**config.mk**
```make
export PLATFORM = sky130hd
export DESIGN_NAME = model_matrix_transpose_stream
export DESIGN_NICKNAME = d
export VERILOG_FILES = /design/src/rtl/model_matrix_transpose_stream.sv
export SDC_FILE = /design/constraint.sdc
export NUM_CORES = 2
export LEC_CHECK = 0
export CAP_MARGIN = 40
export CORE_ASPECT_RATIO = 1.25
export CORE_MARGIN = 8
export CORE_UTILIZATION = 64
export CTS_BUF_LIST = sky130_fd_sc_hd__clkbuf_4 sky130_fd_sc_hd__clkbuf_8
export CTS_CLUSTER_DIAMETER = 40
export CTS_CLUSTER_SIZE = 8
export DETAILED_ROUTE_END_ITERATION = 6
export PLACE_DENSITY = 0.81
export SKIP_CTS_REPAIR_TIMING = 1
export SLEW_MARGIN = 20
export SYNTH_ARGS = -nofsm -noshare
export SYNTH_HDL_FRONTEND = slang
export SYNTH_SLANG_ARGS = --single-unit
```
**constraint.sdc**
```tcl
create_clock -name CLK -period 9 [get_ports CLK]
set_clock_uncertainty 0.1 [all_clocks]
set_input_delay 0.9 -clock CLK [delete_from_list [all_inputs] [get_ports CLK]]
set_output_delay 0.9 -clock CLK [all_outputs]
set_load 0.005 [all_outputs]
```
**src/rtl/model_matrix_transpose_stream.sv**
```systemverilog
// model_matrix_transpose_stream
//
// This is a streaming matrix transpose engine. It accepts a runtime-sized
// SIZE_I x SIZE_J matrix in row-major order and stores it in a register
// buffer. It then emits the SIZE_J x SIZE_I transpose in row-major order,
// one element per cycle.
//
// Optional feature macro: MATRIX_TRANSPOSE_SIZE_CHECK_EN
//   defined   : an ERROR port is added. A zero size, or a size above its
//               maximum, skips LOAD and DRAIN and produces a READY+ERROR pulse.
//   undefined : no ERROR port. Sizes are clamped when latched
//               (0 -> 1, above the maximum -> MAX_I/MAX_J).
//
// Ports:
//   CLK               clock, all logic on the rising edge
//   RST               synchronous active-high reset
//   START             begin operation, sampled only in IDLE
//   READY             one-cycle pulse when the output stream is complete
//   DATA_IN_I_ENABLE  row-start marker from the source (informational, ignored)
//   DATA_IN_J_ENABLE  element valid; DATA_IN is accepted while in LOAD
//   DATA_OUT_I_ENABLE high with the first element of each output row
//   DATA_OUT_J_ENABLE high with every valid output element
//   SIZE_I_IN         input row count, latched on START
//   SIZE_J_IN         input column count, latched on START
//   DATA_IN           input element
//   ERROR             size error pulse (only when the macro is defined)
//   DATA_OUT          output element, valid while DATA_OUT_J_ENABLE=1
module model_matrix_transpose_stream #(
  parameter int DATA_SIZE    = 64,
  parameter int CONTROL_SIZE = 64,
  parameter int MAX_I        = 8,
  parameter int MAX_J        = 8
) (
  input  logic                 CLK,
  input  logic                 RST,
  input  logic                 START,
  output logic                 READY,
  input  logic                 DATA_IN_I_ENABLE,
  input  logic                 DATA_IN_J_ENABLE,
  output logic                 DATA_OUT_I_ENABLE,
  output logic                 DATA_OUT_J_ENABLE,
  input  logic [DATA_SIZE-1:0] SIZE_I_IN,
  input  logic [DATA_SIZE-1:0] SIZE_J_IN,
  input  logic [DATA_SIZE-1:0] DATA_IN,
`ifdef MATRIX_TRANSPOSE_SIZE_CHECK_EN
  output logic                 ERROR,
`endif
  output logic [DATA_SIZE-1:0] DATA_OUT
);

  localparam int IW = (MAX_I > 1) ? $clog2(MAX_I) : 1;
  localparam int JW = (MAX_J > 1) ? $clog2(MAX_J) : 1;

  localparam logic [DATA_SIZE-1:0] MAX_I_D = DATA_SIZE'(MAX_I);
  localparam logic [DATA_SIZE-1:0] MAX_J_D = DATA_SIZE'(MAX_J);
  localparam logic [IW:0]          MAX_I_S = (IW+1)'(MAX_I);
  localparam logic [JW:0]          MAX_J_S = (JW+1)'(MAX_J);
  localparam logic [IW:0]          ONE_IS  = (IW+1)'(1);
  localparam logic [JW:0]          ONE_JS  = (JW+1)'(1);
  localparam logic [IW-1:0]        ONE_I   = IW'(1);
  localparam logic [JW-1:0]        ONE_J   = JW'(1);

  typedef enum logic [1:0] {
    S_IDLE,
    S_LOAD,
    S_DRAIN,
    S_END
  } state_t;

  state_t                 state;
  logic [IW-1:0]          i;
  logic [JW-1:0]          j;
  logic [IW:0]            size_i;
  logic [JW:0]            size_j;
  logic [IW:0]            size_i_clamped;
  logic [JW:0]            size_j_clamped;
  logic                   last_i;
  logic                   last_j;
  logic [DATA_SIZE-1:0]   mem [MAX_I][MAX_J];

  // The row-start marker and the control width have no function here.
  // They exist only so that this model has the same interface as the other
  // models in the library.
  logic unused_inputs;
  assign unused_inputs = DATA_IN_I_ENABLE ^ (CONTROL_SIZE > 0);

  // The clamped size always fits in the counter width + 1. When a size is in
  // range, the clamped value is just that size, truncated to this width.
  always_comb begin
    if (SIZE_I_IN == '0)          size_i_clamped = ONE_IS;
    else if (SIZE_I_IN > MAX_I_D) size_i_clamped = MAX_I_S;
    else                          size_i_clamped = SIZE_I_IN[IW:0];
    if (SIZE_J_IN == '0)          size_j_clamped = ONE_JS;
    else if (SIZE_J_IN > MAX_J_D) size_j_clamped = MAX_J_S;
    else                          size_j_clamped = SIZE_J_IN[JW:0];
  end

`ifdef MATRIX_TRANSPOSE_SIZE_CHECK_EN
  logic size_bad;
  logic size_err;
  assign size_bad = (SIZE_I_IN == '0) || (SIZE_I_IN > MAX_I_D) ||
                    (SIZE_J_IN == '0) || (SIZE_J_IN > MAX_J_D);
`endif

  assign last_i = ({1'b0, i} == size_i - ONE_IS);
  assign last_j = ({1'b0, j} == size_j - ONE_JS);

  // The buffer is not reset. Writes happen only on accepted LOAD beats.
  always_ff @(posedge CLK) begin
    if (!RST && state == S_LOAD && DATA_IN_J_ENABLE)
      mem[i][j] <= DATA_IN;
  end

  // END lasts two cycles. In the first, READY is raised. In the second,
  // READY is dropped. This keeps the FSM in END while READY is visible, so a
  // START that coincides with the pulse is ignored.
  always_ff @(posedge CLK) begin
    if (RST) begin
      state             <= S_IDLE;
      i                 <= '0;
      j                 <= '0;
      READY             <= 1'b0;
      DATA_OUT_I_ENABLE <= 1'b0;
      DATA_OUT_J_ENABLE <= 1'b0;
      DATA_OUT          <= '0;
`ifdef MATRIX_TRANSPOSE_SIZE_CHECK_EN
      ERROR             <= 1'b0;
      size_err          <= 1'b0;
`endif
    end else begin
      case (state)
        S_IDLE: begin
          READY             <= 1'b0;
          DATA_OUT_I_ENABLE <= 1'b0;
          DATA_OUT_J_ENABLE <= 1'b0;
`ifdef MATRIX_TRANSPOSE_SIZE_CHECK_EN
          ERROR             <= 1'b0;
`endif
          if (START) begin
            size_i <= size_i_clamped;
            size_j <= size_j_clamped;
            i      <= '0;
            j      <= '0;
`ifdef MATRIX_TRANSPOSE_SIZE_CHECK_EN
            size_err <= size_bad;
            state    <= size_bad ? S_END : S_LOAD;
`else
            state    <= S_LOAD;
`endif
          end
        end
        S_LOAD: begin
          if (DATA_IN_J_ENABLE) begin
            if (last_j) begin
              j <= '0;
              if (last_i) begin
                i     <= '0;
                state <= S_DRAIN;
              end else begin
                i <= i + ONE_I;
              end
            end else begin
              j <= j + ONE_J;
            end
          end
        end
        S_DRAIN: begin
          // The row index is the inner loop, so each output row walks down
          // one input column.
          DATA_OUT          <= mem[i][j];
          DATA_OUT_J_ENABLE <= 1'b1;
          DATA_OUT_I_ENABLE <= (i == '0);
          if (last_i) begin
            i <= '0;
            if (last_j) begin
              j     <= '0;
              state <= S_END;
            end else begin
              j <= j + ONE_J;
            end
          end else begin
            i <= i + ONE_I;
          end
        end
        S_END: begin
          DATA_OUT_I_ENABLE <= 1'b0;
          DATA_OUT_J_ENABLE <= 1'b0;
          if (!READY) begin
            READY <= 1'b1;
`ifdef MATRIX_TRANSPOSE_SIZE_CHECK_EN
            ERROR <= size_err;
`endif
          end else begin
            READY <= 1'b0;
`ifdef MATRIX_TRANSPOSE_SIZE_CHECK_EN
            ERROR <= 1'b0;
`endif
            state <= S_IDLE;
          end
        end
        default: state <= S_IDLE;
      endcase
    end
  end

endmodule
```
==> results.toml <==
[floorplan]
die-area_mm2 = 0.266
start_util_pct = 64.3
die_w_um = 463
io_pins = 264
rows = 205
core-area_mm2 = 0.249
die_h_um = 575

[synthesis]
synth_area_leaders = "edfxtp_1 77%, mux4_2 11%, mux2i_1 3.5%"
synth_seq_area_share_pct = 78.0
ys.flop_type = "edfxtp_1"
synthCells = 7475
yosys.area.top_type_share_pct = 77.0
syn_nets = 7682
ys_ff_latch = 4182
synth_area_mm2 = 0.160
synth_top_area_cell = "edfxtp_1"
synth_warnings = 0
synthArstFlopShare_pct = 0
synth-edff-count = 4104
syn_avg_cell_area_um2 = 21.4
yosys.cell_types.count = 64

[power_and_ir_drop]
p_comb_share_pct = 14.8
p_leak_nw = 54.2
pwr-share-seq_pct = 51.9
p_total_mw = 42.0
p_per_area_mw_per_mm2 = 233
power.share.switching_pct = 24.9
ir_worst_vdd_mv = 0.176
switchingPower_mw = 10.5
power_frac_clock_pct = 33.3
p_int_mw = 31.5

[finish]
final_common_cell = "edfxtp_1"
finalCoreUtilization_pct = 72.2
stdcell_count = 11800
final_area_mm2 = 0.180
most-common-layout-cells = "4104 x edfxtp_1, 774 x mux4_2, 615 x clkbuf_8"
fin_nets = 8444
drive_above_1_share_pct = 25.6
syn2layout_area_growth_pct = 12.4
fill_cells = 13000

[run_status]
outcome = "complete, but fails checks"
violations = "DRC"

[sta]
hold_ws_ns = 0.0151
postLayoutSetupSlackWorst_ns = 4.02
finalCriticalPeriod_ns = 4.98
maxSlewHeadroom_pct = 34.2
clock.fmax_ghz = 0.201
tns_ns = 0
finalCritPeriodShare_pct = 55.3
finalMaxSlewViolations = 0
tightest_slew_ns = 0.987
final-hold-violation-count = 0
rsz0062_at_grt = "false"
setup_viol = 0

[clock_network]
cts_buffer_depth = 4
cts_root_buf = "clkbuf_8"
cts_buffers = 603
clk_pin_slew_ns = 0.07
cts_tree = "built"
cts.sinks = 4182
htreeDepth = 6
clk_latency_ns = 1.10

[place]
portBuffers = 262
placed_area_mm2 = 0.169
dp_slack_ns = 3.82
place.gp.congestion = 0.844
dp_hpwl_um = 241000
dp.cells = 10900

[global_routing]
antenna_found_initial = 26
grt_pass1_wl_um = 601000
grt_pass1_vias = 86300
track_usage_pct = 31.2
grt_overflow = 0
grt_max_degree = 125

[critical_path]
r2r_end = "mem[1][244]$_DFFE_PP_"
rrSetupSlack_ns = 4.02
ff2ff_path_depth = 7
path_class = "reg2reg"
startpoint_type = "flop"
required_ns = 9.58
r2r_start = "j[2]$_SDFFE_PP0P_"
path_max_fanout = 34
critPathCaptureType = "flop"
cp_data_arrival_time_ns = 5.55

[hold_path]
hp-start = "DATA_IN[4]"
hold_class = "in2reg"
hold_path_depth = 1
worst_hold_path.endpoint = "mem[3][4]$_DFFE_PP_"

[flow_run]
cap_violations = 0

[detailed_routing]
num_vias = 84600
drcViolationCount = 7
viasPerCell = 7.15
wl_per_cell_um = 36.1
postRouteAntennaNets = 0
drtIter0Drc = 13600
dr.pass1.iters = 7
wirelength_um = 427000
power by group through the flow:
| stage | combinational, mW | sequential (mW) | clock (mW) |
|---|---|---|---|
| after floorplan | 4.38 | 22.0 | 0 |
| after global placement | 5.75 | 22.2 | 0 |
| after detailed placement | 6.04 | 22.2 | 0 |
| after CTS | 6.09 | 21.8 | 14.0 |
| after global routing | 6.53 | 21.8 | 14.8 |
| final | 6.22 | 21.8 | 14.0 |
metal layers:
| layer | wire, µm | track usage, % | vias to the layer above |
|---|---|---|---|
| li1 | - | - | 32900 |
| met1 | 137000 | 39.6 | 43000 |
| met2 | 205000 | 50.2 | 7195 |
| met3 | 56800 | 7.65 | 1575 |
| met4 | 29100 | 17.2 | 14 |
| met5 | 86 | 0 | - |
flip-flops by register name, summed over array words and instances (netlist names), named ones only:
name               count
mem                 4096
DATA_OUT              64
size_i                 4
size_j                 4
i                      3
j                      3
state                  2
DATA_OUT_I_ENABLE      1
DATA_OUT_J_ENABLE      1
READY                  1
synthesized netlist by cell type (all sizes together) (5+ instances only):
library cell  number
edfxtp          4104
mux4             774
mux2i            566
a22oi            312
buf              230
nor2             216
clkbuf           197
nand3            120
o22ai             83
o21ai             81
dfxtp             78
nand2             76
a21oi             73
mux2              56
a211oi            50
nor3              50
nor2b             37
nor4              35
nand2b            32
a22o              28
a311oi            28
a31oi             21
and4              20
a221oi            19
inv               18
o41ai             14
nand4             13
o211ai            12
o21bai            11
ha                10
o22a               9
and2               8
or4                7
a211o              6
a221o              6
and3               6
nand3b             6
xnor2              6
o2111ai            5
o31a               5
o31ai              5
layout make-up:
cell class | instances | area [µm²] | share of cell area [%]
flip-flops and latches | 4182 | 125000 | 69.4
multi-input cells | 2848 | 33300 | 18.5
clock buffers | 817 | 9980 | 5.55
repair buffers | 584 | 6920 | 3.85
well taps | 3312 | 4140 | 2.30
clock inverters | 51 | 557 | 0.310
inverters | 18 | 67.6 | 0.0376
diodes | 17 | 42.5 | 0.0237
worst max path at each step:
| stage | start | endpoint | slack (ns) | cells after the start |
|---|---|---|---|---|
| finish | j[2]$_SDFFE_PP0P_ | mem[1][244]$_DFFE_PP_ | 4.02 | 7 |
| global route | j[2]$_SDFFE_PP0P_ | mem[1][244]$_DFFE_PP_ | 4.11 | 7 |
| CTS | j[1]$_SDFFE_PP0P_ | mem[1][242]$_DFFE_PP_ | 4.29 | 7 |
| detailed placement | DATA_IN_J_ENABLE | mem[0][91]$_DFFE_PP_ | 3.82 | 7 |
| global placement | DATA_IN_J_ENABLE | mem[0][193]$_DFFE_PP_ | 3.83 | 6 |
| floorplan | RST | mem[5][0]$_DFFE_PP_ | 4.03 | 4 |
critical path, stage by stage, from the launching register on:
cell     delay [ns]
dfxtp_2        0.71
inv_1          0.23
nor2_4         0.21
buf_4          0.54
nand2_1        0.64
nor2_4         0.72
buf_4          0.79
buf_4          0.55
logic make-up after synthesis:
logic type               count (synthesis)  share of synthesized area [%]
AND/OR/NAND/NOR                        648                           2.01
XOR/XNOR                                 8                         0.0626
buffers and inverters                  445                           1.56
multiplexers                          1396                           14.8
AO/OA/AOI/OAI                          786                           3.48
flip-flops                            4182                           78.0
adder cells (fa/ha/maj)                 10                         0.0782
Note: power is estimated with default switching activity, not from simulation.
